--- config.mk ---
export PLATFORM = sky130hd
export DESIGN_NAME = mem_scrub_ctrl
export DESIGN_NICKNAME = d
export VERILOG_FILES = /design/src/rtl/mem_scrub_ctrl.sv
export SDC_FILE = /design/constraint.sdc
export NUM_CORES = 1
export LEC_CHECK = 0
export ABC_CLOCK_PERIOD_IN_PS = 2500
export CAP_MARGIN = 10
export CORE_ASPECT_RATIO = 0.75
export CORE_MARGIN = 1
export CORE_UTILIZATION = 40
export DETAILED_ROUTE_END_ITERATION = 6
export PLACE_DENSITY_LB_ADDON = 0.08
export SETUP_SLACK_MARGIN = 0.2
export SLEW_MARGIN = 20
export SYNTH_ARGS = -nofsm -noshare
export SYNTH_HDL_FRONTEND = slang
export SYNTH_SLANG_ARGS = --single-unit
--- constraint.sdc ---
create_clock -name i_clk -period 2.5 [get_ports i_clk]
set_input_delay 0.375 -clock i_clk [delete_from_list [all_inputs] [get_ports i_clk]]
set_output_delay 0.375 -clock i_clk [all_outputs]
set_load 0.005 [all_outputs]
--- src/rtl/mem_scrub_ctrl.sv ---
// rtl/mem_scrub_ctrl.sv - block RAM fill/verify sequencer and user/engine port arbiter
module mem_scrub_ctrl #(
  parameter int ADDR_W    = 12,
  parameter int DATA_W    = 18,
  parameter int DEPTH     = 4096,
  parameter int STALL_MAX = 8
) (
  input  logic              i_clk,
  input  logic              i_reset,
  input  logic              i_cmd_start,
  input  logic              i_cmd_mode,
  input  logic [DATA_W-1:0] i_cmd_pattern,
  input  logic              i_usr_valid,
  input  logic              i_usr_we,
  input  logic [ADDR_W-1:0] i_usr_addr,
  input  logic [DATA_W-1:0] i_usr_wdata,
  output logic              o_usr_ready,
  output logic              o_usr_rvalid,
  output logic [DATA_W-1:0] o_usr_rdata,
  output logic [ADDR_W-1:0] o_mem_raddr,
  output logic [ADDR_W-1:0] o_mem_waddr,
  output logic [DATA_W-1:0] o_mem_din,
  output logic              o_mem_we,
  input  logic [DATA_W-1:0] i_mem_dout,
  output logic              o_busy,
  output logic              o_done,
  output logic              o_err_flag,
  output logic [ADDR_W:0]   o_err_count,
  output logic [ADDR_W-1:0] o_first_err_addr
);

  localparam int                STALL_W   = $clog2(STALL_MAX + 2);
  localparam logic [ADDR_W-1:0] LAST_ADDR = ADDR_W'(DEPTH - 1);
  localparam logic [ADDR_W:0]   CNT_MAX   = (ADDR_W + 1)'(DEPTH);
  localparam logic [STALL_W-1:0] STALL_LIM = STALL_W'(STALL_MAX);

  typedef enum logic [2:0] {S_IDLE, S_FILL, S_VERIFY, S_DRAIN, S_DONE} state_t;

  state_t              r_state, w_next;
  logic                r_alive;
  logic                r_mode;
  logic [DATA_W-1:0]   r_pattern;
  logic [ADDR_W-1:0]   r_eaddr;
  logic [STALL_W-1:0]  r_stall;
  logic                r_cmp_valid;
  logic [ADDR_W-1:0]   r_cmp_addr;
  logic                r_err_flag;
  logic [ADDR_W:0]     r_err_count;
  logic [ADDR_W-1:0]   r_first_err;
  logic                r_rvalid;

  logic w_fill, w_verify, w_conflict, w_stall_hit, w_eng_grant;
  logic w_usr_acc, w_usr_wr, w_usr_rd, w_eng_wr, w_eng_rd, w_mismatch, w_start;

  // The engine only contends with the user on the port it is using in the current sweep.
  assign w_fill      = (r_state == S_FILL);
  assign w_verify    = (r_state == S_VERIFY);
  assign w_start     = (r_state == S_IDLE) && i_cmd_start;
  assign w_conflict  = i_usr_valid && ((w_fill && i_usr_we) || (w_verify && !i_usr_we));
  assign w_stall_hit = (r_stall == STALL_LIM);
  assign w_eng_grant = (w_fill || w_verify) && (!w_conflict || w_stall_hit);
  assign w_eng_wr    = w_eng_grant && w_fill;
  assign w_eng_rd    = w_eng_grant && w_verify;
  assign o_usr_ready = r_alive && !(w_conflict && w_stall_hit);
  assign w_usr_acc   = o_usr_ready && i_usr_valid;
  assign w_usr_wr    = w_usr_acc && i_usr_we;
  assign w_usr_rd    = w_usr_acc && !i_usr_we;
  assign w_mismatch  = r_cmp_valid && (i_mem_dout != r_pattern);

  // RAM pins are driven to zero whenever the corresponding port is unused.
  assign o_mem_we    = w_eng_wr || w_usr_wr;
  assign o_mem_waddr = w_eng_wr ? r_eaddr   : (w_usr_wr ? i_usr_addr  : '0);
  assign o_mem_din   = w_eng_wr ? r_pattern : (w_usr_wr ? i_usr_wdata : '0);
  assign o_mem_raddr = w_eng_rd ? r_eaddr   : (w_usr_rd ? i_usr_addr  : '0);

  assign o_usr_rvalid     = r_rvalid;
  assign o_usr_rdata      = r_rvalid ? i_mem_dout : '0;
  assign o_busy           = (r_state != S_IDLE);
  assign o_done           = (r_state == S_DONE);
  assign o_err_flag       = r_err_flag;
  assign o_err_count      = r_err_count;
  assign o_first_err_addr = r_first_err;

  // State register.
  always_ff @(posedge i_clk or posedge i_reset) begin
    if (i_reset) r_state <= S_IDLE;
    else         r_state <= w_next;
  end

  // Next-state: the last granted word ends the sweep; verify needs one drain cycle for its final compare.
  always_comb begin
    w_next = r_state;
    case (r_state)
      S_IDLE:   if (i_cmd_start) w_next = i_cmd_mode ? S_VERIFY : S_FILL;
      S_FILL:   if (w_eng_grant && (r_eaddr == LAST_ADDR)) w_next = S_DONE;
      S_VERIFY: if (w_eng_grant && (r_eaddr == LAST_ADDR)) w_next = S_DRAIN;
      S_DRAIN:  w_next = S_DONE;
      S_DONE:   w_next = S_IDLE;
      default:  w_next = S_IDLE;
    endcase
  end

  // Engine address, stall counter, command capture and pending-compare tracking.
  always_ff @(posedge i_clk or posedge i_reset) begin
    if (i_reset) begin
      r_alive     <= 1'b0;
      r_mode      <= 1'b0;
      r_pattern   <= '0;
      r_eaddr     <= '0;
      r_stall     <= '0;
      r_cmp_valid <= 1'b0;
      r_cmp_addr  <= '0;
    end else begin
      r_alive     <= 1'b1;
      r_cmp_valid <= w_eng_rd;
      r_cmp_addr  <= r_eaddr;
      if (w_start) begin
        r_mode    <= i_cmd_mode;
        r_pattern <= i_cmd_pattern;
        r_eaddr   <= '0;
        r_stall   <= '0;
      end else if (w_eng_grant) begin
        r_eaddr <= r_eaddr + ADDR_W'(1);
        r_stall <= '0;
      end else if (w_conflict) begin
        r_stall <= r_stall + STALL_W'(1);
      end
    end
  end

  // Verify status: first mismatch address is latched once, count saturates at the sweep length.
  always_ff @(posedge i_clk or posedge i_reset) begin
    if (i_reset) begin
      r_err_flag  <= 1'b0;
      r_err_count <= '0;
      r_first_err <= '0;
    end else if (w_start) begin
      r_err_flag  <= 1'b0;
      r_err_count <= '0;
      r_first_err <= '0;
    end else if (w_mismatch) begin
      r_err_flag <= 1'b1;
      if (!r_err_flag) r_first_err <= r_cmp_addr;
      if (r_err_count != CNT_MAX) r_err_count <= r_err_count + (ADDR_W + 1)'(1);
    end
  end

  // User read data is the RAM output one cycle after an accepted read.
  always_ff @(posedge i_clk or posedge i_reset) begin
    if (i_reset) r_rvalid <= 1'b0;
    else         r_rvalid <= w_usr_rd;
  end

endmodule

# ---- After elaboration in Yosys (flattened, before gate mapping)
# Cells that the tools add are included.
dict set report totals {
  ff_bits 78
  inputBits 72
  out_inout_bits 91
  word_cells 81
}
dict set report op_classes {
  n_addsub 3
  n_eq_ne 12
  mux 25
  reduce_logical 30
}
# operator count
set op_table {}
lappend op_table {{12-bit two-way mux} 9}
lappend op_table {{18-bit two-way mux} 3}
lappend op_table {{13-bit two-way mux} 3}
lappend op_table {{18-bit != test} 1}
lappend op_table {{1-bit logical AND} 14}
lappend op_table {{13-bit by 1-bit adder with 13-bit output, second input constant} 1}
lappend op_table {{13-bit != test, second input constant} 1}
lappend op_table {{12-bit by 1-bit adder with 12-bit output, second input constant} 1}
lappend op_table {{12-bit equality test, second input constant} 1}
lappend op_table {{4-bit two-way mux} 3}
lappend op_table {{3-bit case mux with 4 select lines} 1}
lappend op_table {{3-bit two-way mux} 3}
lappend op_table {{3-bit by 2-bit equality test with 1-bit output, second input constant} 2}
lappend op_table {{2-bit by 1-bit != test with 1-bit output, second input constant} 3}
lappend op_table {{2-bit nonzero test} 3}
lappend op_table {{3-bit nonzero test} 2}
lappend op_table {{4-bit by 1-bit adder with 4-bit output, second input constant} 1}
lappend op_table {{4-bit equality test, second input constant} 1}
lappend op_table {{1-bit logical OR} 4}
lappend op_table {{2-bit AND reduction} 2}
lappend op_table {{3-bit by 1-bit equality test with 1-bit output, second input constant} 1}
lappend op_table {{3-bit equality test, second input constant} 1}
lappend op_table {{1-bit zero test} 3}
lappend op_table {{3-bit zero test} 1}
lappend op_table {{4 further kinds} 5}

# ---- Logic depth before layout (Yosys ltp)
dict set report depth {
  depth_word 11
  depth_mapped 8
  mapped_depth_nobuf 8
}

# ---- Least setup slack after synthesis
# Ideal clock, no wire load.
dict set report synth_path {
  kind {register to output}
  start {register r_state[1]}
  end {output port o_mem_raddr[10]}
  arrival_ps 1613
  required_ps 2125
  setup_slack_ps 512
  path_stages_with_launch 8
  n_path_buf 2
  path_cell_list {dfrtp_1 -> buf_6 -> nor3b_2 -> o21ai_1 -> nor2b_1 -> nor4b_2 -> buf_2 -> a22o_1}
}
dict set report synth_via {
  elab_cells_between_ends 18
  cone_classes {eq/ne (2); mux (2); reduce/logical (14)}
}
# item line_no
set synth_lines {}
lappend synth_lines {{start: declaration} 39} ;# state_t r_state, w_next;
lappend synth_lines {{start signal: assignment} 87} ;# else r_state <= w_next;
lappend synth_lines {{3-bit by 1-bit equality test with 1-bit output or 3-bit by 2-bit equality test with 1-bit output (tied branches)} {56, 57}}
lappend synth_lines {{1-bit logical AND} 59} ;# assign w_conflict = i_usr_valid && ((w_fill && i_usr_we) || (w_verify && !i_usr_we));
lappend synth_lines {{1-bit logical OR} 59}
lappend synth_lines {{1-bit logical AND} 59}
lappend synth_lines {{1-bit zero test} 61} ;# assign w_eng_grant = (w_fill || w_verify) && (!w_conflict || w_stall_hit);
lappend synth_lines {{1-bit logical OR} 61}
lappend synth_lines {{1-bit logical AND} 61}
lappend synth_lines {{1-bit logical AND *} 63} ;# assign w_eng_rd = w_eng_grant && w_verify;
lappend synth_lines {{via w_eng_rd} 53} ;# logic w_usr_acc, w_usr_wr, w_usr_rd, w_eng_wr, w_eng_rd, w_mismatch, w_start;
lappend synth_lines {{12-bit two-way mux *} 74} ;# assign o_mem_raddr = w_eng_rd ? r_eaddr : (w_usr_rd ? i_usr_addr : '0);
lappend synth_lines {{end: declaration} 20} ;# output logic [ADDR_W-1:0] o_mem_raddr,
# The timed path passes the listed nets; every way through them passes the cells marked *.

# ---- Worst setup path after layout
dict set report layout_path {
  start {register r_stall[0]}
  end {output port o_mem_din[9]}
}
dict set report layout_via {
  elab_chain_len 8
  elab_cells_between_ends 11
  cone_classes {eq/ne (1); mux (2); reduce/logical (8)}
}
# item line_no
set layout_rtl {}
lappend layout_rtl {{start: declaration} 44} ;# logic [STALL_W-1:0] r_stall;
lappend layout_rtl {{start signal: assignment} 126} ;# r_stall <= r_stall + STALL_W'(1);
lappend layout_rtl {{4-bit equality test *} 60} ;# assign w_stall_hit = (r_stall == STALL_LIM);
lappend layout_rtl {{1-bit logical AND} 64} ;# assign o_usr_ready = r_alive && !(w_conflict && w_stall_hit);
lappend layout_rtl {{1-bit zero test} 64}
lappend layout_rtl {{1-bit logical AND} 64}
lappend layout_rtl {{1-bit logical AND} 65} ;# assign w_usr_acc = o_usr_ready && i_usr_valid;
lappend layout_rtl {{1-bit logical AND} 66} ;# assign w_usr_wr = w_usr_acc && i_usr_we;
lappend layout_rtl {{18-bit two-way mux} 73} ;# assign o_mem_din = w_eng_wr ? r_pattern : (w_usr_wr ? i_usr_wdata : '0);
lappend layout_rtl {{18-bit two-way mux *} 73}
lappend layout_rtl {{end: declaration} 22} ;# output logic [DATA_W-1:0] o_mem_din,
# Every way passes the cells marked *; elsewhere a longest branch is shown, timed or not.

==> summary.txt <==
Yosys
  • Mean Syn Cell Area: 9.515 sq um
  • Yosys warnings: 0
  • Post-synthesis cell type count: 46
  • Netlist Area Pre-Place: 0.004234 sq mm
  • Sequential-to-total area share from yosys stat: 46.10%
  • Syn nets: 522
  • Flops & latches, synth: 78
  • Cells after Synth: 445

STA
  • Final setup vio count: 43
  • Final WS setup: -0.1395 ns
  • Final Hold Viols: 0
  • Max_slew headroom: 47.22%
  • TNS Setup: -3.024 ns
  • RSZ-0062 raised after global routing: true
  • Final Skew: 0.004854 ns
  • Tmin final: 2.639 ns
  • Slew Viols, Final: 0
  • Worst Tran Pin Value: 0.7909 ns
  • Fin crit share: 105.6%
  • Max Clock Freq: 0.3789 GHz

Drt
  • Wire length per cell: 16.69 um
  • Post-DRT Antenna Nets: 0
  • DR vias: 4,144
  • Starting DRT DRC Count: 276
  • DRT Pass-1 Iters: 4
  • Via-to-Cell Ratio: 5.213
  • Drc violations: 0
  • DRT Wirelength: 13.27 mm

Placement
  • Post-DP HPWL: 9.060 mm
  • Buffers on Ports: 162
  • Routability cong.: 0.8586
  • Placed cells: 750
  • Pre-CTS setup slack: -0.4378 ns

Cells and area
  • Area growth from synthesis to layout: 58.48%
  • Layout cells sized above 1: 21.24%
  • Commonest non-fill, non-tap cell in the layout: clkdlybuf4s50_1
  • Fin nets: 731
  • Post-layout util: 65.21%
  • Most frequent cells in the layout: clkdlybuf4s50_1, nand2_1, dfrtp_1
  • Final Non-Filler Cells: 795
  • Ant diodes: 0
  • Filler cell count: 868

Hold path
  • Min-delay worst type: input port to asynchronous set/reset pin

Die
  • Row count: 32
  • I/O pin cnt: 163
  • Die W: 120.8 um
  • Initial Util: 41.15%
  • Die height: 91.10 um
  • Core footprint: 0.01029 sq mm
  • Die area: 0.01100 sq mm

Setup path
  • Slowest cell on crit path: dfrtp_1
  • Critical-path cell list: inv_2 > ha_4 > nand3b_1 > buf_4 > buf_6 > o21a_1 > and3_4 > buf_12 > buf_16 > a22o_1 > buf_2
  • WP data required: 2.12 ns
  • FF-to-FF End: r_eaddr[11]
  • Setup crit start: r_stall[0]
  • Critical path endpoint: o_mem_din[9]
  • Critical Path AT: 2.26 ns
  • R2R setup slack: 0.29 ns
  • Worst r2r path cells: 11
  • Delay-heaviest family, CP: buffers and inverters
  • WS Path Type: register to output port
  • Crit-path max cell delay: 0.39 ns
  • Crit path depth: 11
  • Buffers & Inverters on Critical Path: 6
  • Critical Path Fanout Max: 7
  • Crit start category: register
  • R2r startpoint: r_stall[0]
  • Worst setup EP type: output port

Run status
  • Status: finished, violations left
  • Failing checks: negative setup slack

Clock network
  • Clock slew at reported path FFs: 0.06 ns
  • CTS sink cnt: 78
  • Root buffer cell: clkbuf_16
  • H-tree depth: 3
  • CTS hold repair buffers: 0
  • Total CTS buffers: 9
  • CTS tree: built
  • Clk_lat worst skew: 0.33 ns
  • Maximum buffer depth of the clock tree: 2

GRT
  • Vias in the first global route: 4,185
  • GRT Overall Usage: 25.18%
  • Initial antenna violation count: 0
  • Largest net degree at the start of global routing: 56
  • Congestion Overflow GR: 0
  • First-pass GRT wire length: 21.45 mm

Power
  • Pwr Density: 824.6 mW/mm^2
  • Reg power frac: 32.8%
  • Sw frac: 36.39%
  • Clock Power Share: 21.7%
  • P_leak: 3.010 nW
  • Internal power component: 0.003520 W
  • Logic pwr share: 45.4%
  • Maximum VDD drop: 0.5237 mV
  • Switch Pwr: 0.002013 W

Job
  • Number of max-cap violations: 0
## cells in the mapped netlist, drive strengths merged
| master | count | area, sq um |
|---|---|---|
| or2 | 1 | 6.260 |
| conb | 1 | 3.750 |
| nor4bb | 1 | 10.01 |
| or3 | 8 | 55.05 |
| nor3 | 4 | 20.02 |
| nand3 | 17 | 85.08 |
| o21ai | 16 | 91.34 |
| mux2 | 1 | 11.26 |
| and2 | 19 | 118.9 |
| a22o | 43 | 376.6 |
| o211ai | 7 | 57.55 |
| a211oi | 5 | 37.54 |
| nand4 | 10 | 68.81 |
| nor3b | 2 | 20.02 |
| dfrtp | 78 | 1952 |
| and4 | 3 | 26.28 |
| xor2 | 2 | 17.52 |
| o31ai | 6 | 45.04 |
| or4 | 1 | 7.510 |
| nand2b | 1 | 6.260 |
| o41ai | 1 | 8.760 |
| mux2i | 12 | 120.1 |
| inv | 12 | 45.04 |
| nor4 | 2 | 12.51 |
| and3 | 2 | 12.51 |
| nor4b | 2 | 30.03 |
| o311ai | 1 | 8.760 |
| clkbuf | 7 | 26.28 |
| nand3b | 2 | 15.01 |
| a21oi | 11 | 55.05 |
| buf | 16 | 111.4 |
| nor2 | 16 | 65.06 |
| and3b | 2 | 17.52 |
| nand2 | 97 | 364.1 |
| nor2b | 3 | 18.77 |
| xnor2 | 27 | 236.5 |
| o21a | 1 | 7.510 |
| ha | 5 | 62.56 |
## metrics by stage
stage	total power (W)	hold WS, ns	area, sq um
floorplan	0.002978	0.4149	4238
global placement	0.003923	0.4712	6153
detailed placement	0.003969	0.4805	6153
CTS	0.005484	0.3964	6654
global route	0.005881	0.4163	6710
finish	0.005533	0.3903	6710
## power by group through the flow
stage               combinational, W  clock, W  sequential [W]
finish                       0.00251   0.00120         0.00182
global route                 0.00274   0.00129         0.00185
CTS                          0.00244   0.00123         0.00181
detailed placement           0.00214         0         0.00183
global placement             0.00210         0         0.00182
floorplan                    0.00124         0         0.00174
## logic make-up (layout without fill, tap and decap cells)
kind of cell    Yosys count  in the layout  synth area share, %
other cells               1              1              0.08857
simple gates            193            193                22.67
fa+ha+maj                 5              5                1.478
mux                      13             13                3.103
buf+inv                  35            249                4.314
flops                    78             78                46.10
compound gates           91             91                16.25
xor+xnor                 29             29                5.999
## routing by layer
layer	share of wire, %	GRT usage (%)
met1	45	33.36
met2	49	41.57
met3	4.5	5.842
met4	1.0	6.070
met5	0	0
## what timing repair did
item                                   4_1_cts  5_1_grt
cloned                                       6        0
setup endpoints to repair                   44       45
endpoints found under the hold margin        0        0
gates resized for setup                    203       13
setup buffers                               17        6
pin swaps                                    9       19
## flip-flops by register name, summed over array words and instances, names as in the netlist
register and flops:
r_state 3, r_pattern 18, r_cmp_addr 12, o_err_count 13
o_first_err_addr 12, r_stall 4, r_cmp_valid 1, o_err_flag 1
r_alive 1, o_usr_rvalid 1, r_eaddr 12
## final cells by class
cell class / count / area (sq um) / area share [%]
Inverter: 12 / 48.80 / 0.7272
Clock buffer: 11 / 242.7 / 3.617
Sequential cell: 78 / 1952 / 29.09
Clock inverter: 5 / 35.03 / 0.5221
Timing Repair Buffer: 221 / 2085 / 31.06
Tap cell: 136 / 170.2 / 2.536
Multi-Input combinational cell: 332 / 2177 / 32.44
## how the worst min path moves through the flow
stage,from,end,slack (ns)
after detailed placement,r_eaddr[10],r_cmp_addr[10],0.48
after floorplan,r_eaddr[5],r_cmp_addr[5],0.41
after global routing,i_reset,o_err_count[11],0.42
after CTS,i_reset,o_err_count[11],0.40
final,i_reset,o_err_count[11],0.39
after global placement,r_eaddr[10],r_cmp_addr[10],0.47
(Power assumes the default switching activity.)
